<file path="config.mk">
export PLATFORM = sky130hd
export DESIGN_NAME = bram_vector_writer
export DESIGN_NICKNAME = d
export VERILOG_FILES = /design/src/rtl/bram_vector_writer_pkg.sv /design/src/rtl/bram_vector_writer.sv
export SDC_FILE = /design/constraint.sdc
export NUM_CORES = 1
export LEC_CHECK = 0
export CAP_MARGIN = 20
export CORE_AREA = 2 2 101 103
export DETAILED_ROUTE_END_ITERATION = 10
export DIE_AREA = 0 0 103 105
export PLACE_DENSITY = 0.85
export SYNTH_ARGS = -nofsm -noshare
export SYNTH_HDL_FRONTEND = slang
export SYNTH_SLANG_ARGS = --single-unit
export TNS_END_PERCENT = 100
</file>
<file path="constraint.sdc">
create_clock -name clk -period 2.95 [get_ports clk]
set_input_delay 0.59 -clock clk [delete_from_list [all_inputs] [get_ports clk]]
set_output_delay 0.59 -clock clk [all_outputs]
set_load 0.01 [all_outputs]
</file>
<file path="src/rtl/bram_vector_writer_pkg.sv">
// Shared BRAM-side definitions for the layer loaders and the vector writer.
package bram_vector_writer_pkg;

  // State encodings shared by the loader and writer FSMs.
  localparam logic [1:0] ST_IDLE  = 2'd0;
  localparam logic [1:0] ST_WRITE = 2'd1;
  localparam logic [1:0] ST_DONE  = 2'd2;

  // Geometry of the single shared BRAM instance.
  localparam int unsigned BRAM_DATA_W = 8;
  localparam int unsigned BRAM_ADDR_W = 15;

  // Layer region base addresses, so that writer and loaders agree on the map.
  localparam int unsigned L1_WEIGHT_BASE = 0;
  localparam int unsigned L1_BIAS_BASE   = 16384;
  localparam int unsigned L2_WEIGHT_BASE = 16392;
  localparam int unsigned L2_BIAS_BASE   = 16416;
  localparam int unsigned ACT_OUT_BASE   = 16424;

endpackage

</file>
<file path="src/rtl/bram_vector_writer.sv">
// Snapshots a packed vector and streams it into BRAM one element per granted
// cycle, starting at BASE_ADDR. Drives the BRAM port directly so the top level
// can mux it with the loaders onto one shared BRAM.
module bram_vector_writer
  import bram_vector_writer_pkg::*;
#(
  parameter int IN_SIZE       = 1,
  parameter int OUT_SIZE      = 8,
  parameter int W             = BRAM_DATA_W,
  parameter int TOTAL_WEIGHTS = IN_SIZE * OUT_SIZE,
  parameter int ADDR_WIDTH    = 15,
  parameter int BASE_ADDR     = ACT_OUT_BASE
) (
  input  logic                       clk,
  input  logic                       rst_n,
  input  logic                       start,
  input  logic [TOTAL_WEIGHTS*W-1:0] data_in,
  input  logic                       grant,
  output logic                       bram_en,
  output logic                       bram_wen,
  output logic [ADDR_WIDTH-1:0]      bram_addr,
  output logic [W-1:0]               bram_din,
  output logic                       busy,
  output logic                       done
);

  localparam int IDX_W = ADDR_WIDTH + 1;
  localparam logic [IDX_W-1:0]      LAST_IDX = IDX_W'(TOTAL_WEIGHTS - 1);
  localparam logic [ADDR_WIDTH-1:0] BASE_A   = ADDR_WIDTH'(BASE_ADDR);

  logic [1:0]                 state_q,  state_d;
  logic [IDX_W-1:0]           idx_q,    idx_d;
  logic [TOTAL_WEIGHTS*W-1:0] shadow_q, shadow_d;
  logic                       en_q,     en_d;
  logic                       wen_q,    wen_d;
  logic [ADDR_WIDTH-1:0]      addr_q,   addr_d;
  logic [W-1:0]               din_q,    din_d;
  logic                       done_q,   done_d;
  logic [W-1:0]               elem;

  // Select shadow element idx_q; compare-based mux keeps the index width clean.
  always_comb begin
    elem = '0;
    for (int unsigned i = 0; i < TOTAL_WEIGHTS; i++) begin
      if (idx_q == IDX_W'(i)) elem = shadow_q[i*W +: W];
    end
  end

  // Next-state and registered-output logic for IDLE -> WRITE -> DONE.
  always_comb begin
    state_d  = state_q;
    idx_d    = idx_q;
    shadow_d = shadow_q;
    en_d     = 1'b0;
    wen_d    = 1'b0;
    addr_d   = addr_q;
    din_d    = din_q;
    done_d   = 1'b0;
    case (state_q)
      ST_IDLE: begin
        if (start) begin
          shadow_d = data_in;
          idx_d    = '0;
          state_d  = ST_WRITE;
        end
      end
      ST_WRITE: begin
        if (grant) begin
          en_d   = 1'b1;
          wen_d  = 1'b1;
          addr_d = BASE_A + idx_q[ADDR_WIDTH-1:0];
          din_d  = elem;
          idx_d  = idx_q + 1'b1;
          if (idx_q == LAST_IDX) state_d = ST_DONE;
        end
      end
      ST_DONE: begin
        done_d  = 1'b1;
        state_d = ST_IDLE;
      end
      default: state_d = ST_IDLE;
    endcase
  end

  // State and output registers with asynchronous active-low reset.
  always_ff @(posedge clk or negedge rst_n) begin
    if (!rst_n) begin
      state_q  <= ST_IDLE;
      idx_q    <= '0;
      shadow_q <= '0;
      en_q     <= 1'b0;
      wen_q    <= 1'b0;
      addr_q   <= '0;
      din_q    <= '0;
      done_q   <= 1'b0;
    end else begin
      state_q  <= state_d;
      idx_q    <= idx_d;
      shadow_q <= shadow_d;
      en_q     <= en_d;
      wen_q    <= wen_d;
      addr_q   <= addr_d;
      din_q    <= din_d;
      done_q   <= done_d;
    end
  end

  assign bram_en   = en_q;
  assign bram_wen  = wen_q;
  assign bram_addr = addr_q;
  assign bram_din  = din_q;
  assign done      = done_q;
  assign busy      = (state_q != ST_IDLE);

endmodule
</file>
==> out/metrics.cfg, run 1 <==
[synth]
ys_async_sr_fraction=1.00
synth_top_family_by_area=multiplexers
muxShareOfSynthArea=0.147
synthCells=440
yosys-top-cells-area=dfrtp_1 (54%), mux2_2 (15%), nand2_1 (4.0%), nor2_1 (2.4%), xor2_1 (2.3%)
synth.distinct_cells=48
synth_warnings=0
avgSynthCellArea_um2=11.2
ys_seq_area_frac=0.545
synth-edff-count=0
ys.flop_type=dfrtp_1
synth-xor-area-share=0.0321
synth.ff_latch_count=107
syn_nets=513
yosysTopAreaCell=dfrtp_1
yosysTopAreaCellShare=0.545
syn-cell-area_um2=4920
synth_compound_area_frac=0.114
yosys.area_share.simple=0.122
synth-adder-area-share=0.0127

[power]
p_leak_nw=2.61
max-vdd-ir-drop_uv=402
total_power_w=0.00554
power_density_nw_per_um2=892

[cts]
cts_tree=built
cts-buffers-inserted=9
clk_pin_slew_ns=0.10
clk-insertion-delay-late_ns=0.38
root_buffer=clkbuf_8
post_cts_resized=0
cts_max_level=3
cts.path.max_buffers=2
cts.sinks=107
post_cts_buffers=0
hold_buffers=0

[critical_path]
reg2reg_from=idx_q[4]
slowest_stage=or4_1
regToRegSetupSlack_ns=0.33
worstPathRequired_ns=3.25
critPathMaxStageDelay_ns=0.60
crit_fanout=13
start_kind=flop
crit_family=simple AND/OR/NAND/NOR gates
crit_path_cell_trace=or4_1 -> or3_4 -> or3_1 -> o32a_1 -> o21ai_1
cp_num_buf_inv=0
path_class=flop to flop
cp.arrival_ns=2.92
worstReg2RegEnd=bram_din[2]
r2r_cells=5
critPathCaptureType=flop

[grt]
grt_max_degree=56
antenna_found_initial=0
grt_pass1_wl_um=19000
grt_overflow=0
track_usage=0.228
grt_pass1_vias=3748

[cells_and_area]
n_fill_cell=794
antenna_cells=0
drive_above_1_share=0.187
regArea_um2=2680
multi_input_area_um2=2110
finalNetCount=602
postLayoutCoreUtil=0.645
synthToLayoutAreaGrowth_pct=26.4

[floorplanning]
dieArea_um2=10800
start_util=0.510
coreArea_um2=9640
core.rowCount=36
die_w_um=103
ioPinCount=95
dieHeight_um=105

[sta]
finalSetupViolCount=0
report.final.hold_viol_count=0
setup_tns_ns=0
rsz0062_at_grt=no
finalCriticalPeriod_ns=2.62
fin_ws_ns=0.334
slew_headroom=0.549
skew_ns=0.00803
fin_crit_sh=0.887
final_max_slew_viol_count=0
tightest_slew_ns=0.660
clock.fmax_mhz=382

[placed_design]
gp_congestion=0.900
dp_hpwl_um=8440
pre_cts_slack_ns=0.373
port_buffers=94

[detailed_routing]
vias=3670
drt-total-wl_um=11500
wl_per_cell_um=17.2
drc=0
viasPerCell=5.50
ant_nets=0
dr.pass1.iters=4
drt_iter0_drc=227

[job]
drv_cap=0

[run_status]
status=completed

[worst_hold_path]
hold_class=primary input to async pin

-- sequential cells by signal (all words and copies together), names as in the netlist --
name / count
bram_addr: 15
bram_din: 8
bram_wen: 1
done: 1
idx_q: 16
shadow_q: 64
state_q: 2
-- through the flow --
step,std cells,area (µm²),hold slack [ns]
2_1_floorplan,440,4920,0.294
3_3_place_gp,651,6010,0.459
3_5_place_dp,651,6010,0.465
4_1_cts,667,6220,0.264
5_1_grt,667,6220,0.309
6_report,667,6220,0.247
-- synthesized netlist by cell type (5+ instances only) --
| cell type | number |
|---|---|
| dfrtp_1 | 107 |
| mux2_2 | 64 |
| nand2_1 | 52 |
| nor2_1 | 31 |
| clkbuf_1 | 19 |
| o21ai_0 | 19 |
| a21oi_1 | 18 |
| xor2_1 | 13 |
| a22oi_1 | 8 |
| o22ai_1 | 8 |
| a211oi_1 | 6 |
| nand3_1 | 6 |
| nor3_1 | 6 |
| o21ai_1 | 6 |
| o32a_1 | 6 |
| buf_2 | 5 |
| ha_1 | 5 |
| xnor2_1 | 5 |
-- worst reg2reg max path: cells and delay by family (launching register included) --
kind	cells	cell delay (ns)
AOI/OAI and AO/OA	2	0.53
DFF	1	0.46
and+or+nand+nor	3	1.56
-- placed cells by master (no fill, tap or decap), drive strengths merged, types with 2 or more instances in the layout --
cell,instances
a22o,2
nor3,7
ha,5
clkdlybuf4s50,93
clkinvlp,2
or4,3
o32a,6
a21oi,18
xnor2,5
nand2,52
mux2,64
nand3,6
xor2,13
or2,3
o21ai,25
nand4,4
a221oi,2
nor2,31
a211oi,6
and3b,2
nand3b,2
nor4,4
nor2b,2
a21o,2
buf,12
a31oi,3
or3,5
nand2b,3
dfrtp,107
o22ai,8
clkbuf,10
a2111oi,2
inv,6
a22oi,8
clkinv,2
-- routing by layer --
metal / GRT usage / wire length, µm / vias to the layer above / part of all wire
met5: 0 / 0 / - / 0
met4: 0.0846 / 197 / 0 / 0.017
met3: 0.0308 / 512 / 15 / 0.045
met2: 0.374 / 5840 / 107 / 0.51
met1: 0.305 / 4930 / 1805 / 0.43
li1: - / - / 1743 / -
-- report_power, final --
part | total, W | internal, W | switching (W)
clock | 0.000921 | 0.000416 | 0.000505
sequential | 0.00243 | 0.00204 | 0.000386
combinational | 0.00219 | 0.00114 | 0.00106
-- worst max path at each step --
stage                    from     endpoint  slack, ns  cells past startpoint
CTS                  idx_q[4]  bram_din[2]       0.35                      5
floorplan           idx_q[10]  bram_din[1]       0.55                      7
detailed placement   idx_q[4]  bram_din[2]       0.37                      5
finish               idx_q[4]  bram_din[2]       0.33                      5
global placement     idx_q[4]  bram_din[2]       0.45                      5
global route         idx_q[4]  bram_din[2]       0.22                      5
-- final cells by class --
class	instances	share of cell area
clock inverter	6	0.0103
clock buffer	10	0.0221
sequential	107	0.431
timing repair buffer	105	0.168
inverter	5	0.00302
multi-input combinational	301	0.339
tap	133	0.0268
-- kinds of logic after synthesis --
group,Yosys count
fa+ha+maj,5
buf+inv,32
xor+xnor,18
compound gates,87
flops,107
mux,64
simple gates,127
(Power assumes the default switching activity.)
==> run 2, diff against run 1 <==
--- a/config.mk
+++ b/config.mk
@@ -6,10 +6,12 @@
 export NUM_CORES = 1
 export LEC_CHECK = 0
 export CAP_MARGIN = 20
-export CORE_AREA = 2 2 101 103
+export CELL_PAD_IN_SITES_DETAIL_PLACEMENT = 0
+export CELL_PAD_IN_SITES_GLOBAL_PLACEMENT = 1
+export CORE_AREA = 2 2 113 115
 export DETAILED_ROUTE_END_ITERATION = 10
-export DIE_AREA = 0 0 103 105
-export PLACE_DENSITY = 0.85
+export DIE_AREA = 0 0 115 117
+export PLACE_DENSITY = 0.86
 export SYNTH_ARGS = -nofsm -noshare
 export SYNTH_HDL_FRONTEND = slang
 export SYNTH_SLANG_ARGS = --single-unit
==> out/metrics.cfg, run 2 (synthesis results as in run 1) <==
[cells_and_area]
finalNetCount=602
synthToLayoutAreaGrowth_pct=28.7
n_fill_cell=1159
final_common_cell=dfrtp_1
antenna_cells=0
drive_above_1_share=0.185
postLayoutCoreUtil=0.514
largest_reg_flops=64
largest-register=shadow_q
final_cell_mix=dfrtp_1 (107), clkdlybuf4s50_1 (93), mux2_2 (64), nand2_1 (52), nor2_1 (31)
stdcell_count=684
fin_area_um2=6330

[critical_path]
critPathCaptureType=flop
crit_fanout=13
start_kind=flop
path_class=flop to flop
cp.arrival_ns=2.88
worstPathRequired_ns=3.24

[power]
p_leak_nw=2.65
max-vdd-ir-drop_uv=564
power_density_nw_per_um2=914

[detailed_routing]
drc=0
vias=3653
viasPerCell=5.34
wl_per_cell_um=17.2
ant_nets=0
dr.pass1.iters=4
drt_iter0_drc=217
drt-total-wl_um=11700

[sta]
clock.fmax_mhz=385
fin_crit_sh=0.879
tightest_slew_ns=0.733
finalCriticalPeriod_ns=2.59
report.final.hold_viol_count=0
slew_headroom=0.509
finalSetupViolCount=0
whs_ns=0.246
final_max_slew_viol_count=0
setup_tns_ns=0
skew_ns=0.00884
rsz0062_at_grt=no

[grt]
grt_use_met1=0.227
busiest_layer=met2
grt_overflow=0
gr-usage-met2=0.322
track_usage=0.185
grt_pass1_vias=3802
antenna_found_initial=0
grt_pass1_wl_um=19000
grt_max_degree=63
use_met3=0.0530

[worst_hold_path]
hold_class=primary input to async pin

[placed_design]
placedInstanceArea_um2=6050
dp_cells=668
dp_hpwl_um=8780
gp_congestion=0.905
port_buffers=94

[cts]
clk-insertion-delay-late_ns=0.35
cts_max_level=3
post_cts_buffers=0
cts.path.max_buffers=2
root_buffer=clkbuf_16
cts_tree=built
clk_pin_slew_ns=0.07
hold_buffers=0
cts.sinks=107
cts-buffers-inserted=9
post_cts_resized=0

[floorplanning]
ioPinCount=95
dieHeight_um=117
start_util=0.399
die_w_um=115
coreArea_um2=12300
core.rowCount=41
dieArea_um2=13500

[job]
drv_cap=0

[run_status]
status=completed

-- run 2: final cells by class --
type / count / area, µm² / share of cell area
repair buffers: 105 / 1060 / 0.167
multi-input cells: 301 / 2110 / 0.333
clock inverters: 5 / 37.5 / 0.00593
well taps: 150 / 188 / 0.0297
flip-flops and latches: 107 / 2680 / 0.423
inverters: 5 / 18.8 / 0.00297
clock buffers: 11 / 243 / 0.0384
-- run 2: worst paths after layout --
check                           cells past startpoint  slack [ns]     startpoint       endpoint
worst min-delay path                                1        0.25          rst_n   shadow_q[31]
max in group asynchronous                           2        1.96          rst_n       idx_q[3]
worst min register to register                      2        0.48  bram_addr[13]  bram_addr[13]
worst max register to register                      5        0.36       idx_q[4]    bram_din[4]
min in group clk                                    2        0.48  bram_addr[13]  bram_addr[13]
worst max-delay path                                5        0.36       idx_q[4]    bram_din[4]
-- run 2: worst max-delay path, cell delays in order, from the launching register on --
cell and delay [ns]:
dfrtp_1 0.47, or4_1 0.59, or3_4 0.48, or3_1 0.47
o32a_1 0.39, o21ai_1 0.13
-- run 2: routing by layer --
layer  up-vias  wire length, µm
met5         -                0
met4         0              156
met3        15              566
met2        94             5940
met1      1795             5070
li1       1749                -
-- run 2: power breakdown --
part	switching, W	internal, W	total (W)
logic	0.00107	0.00114	0.00221
registers	0.000386	0.00205	0.00243
clock network	0.000544	0.000599	0.00114
total	0.00200	0.00379	0.00578
-- run 2: per-stage QoR --
stage	setup WS, ns	total power [W]
3_5_place_dp	0.372	0.00468
2_1_floorplan	0.550	0.00381
6_report	0.355	0.00578
5_1_grt	0.221	0.00617
4_1_cts	0.365	0.00584
3_3_place_gp	0.417	0.00461
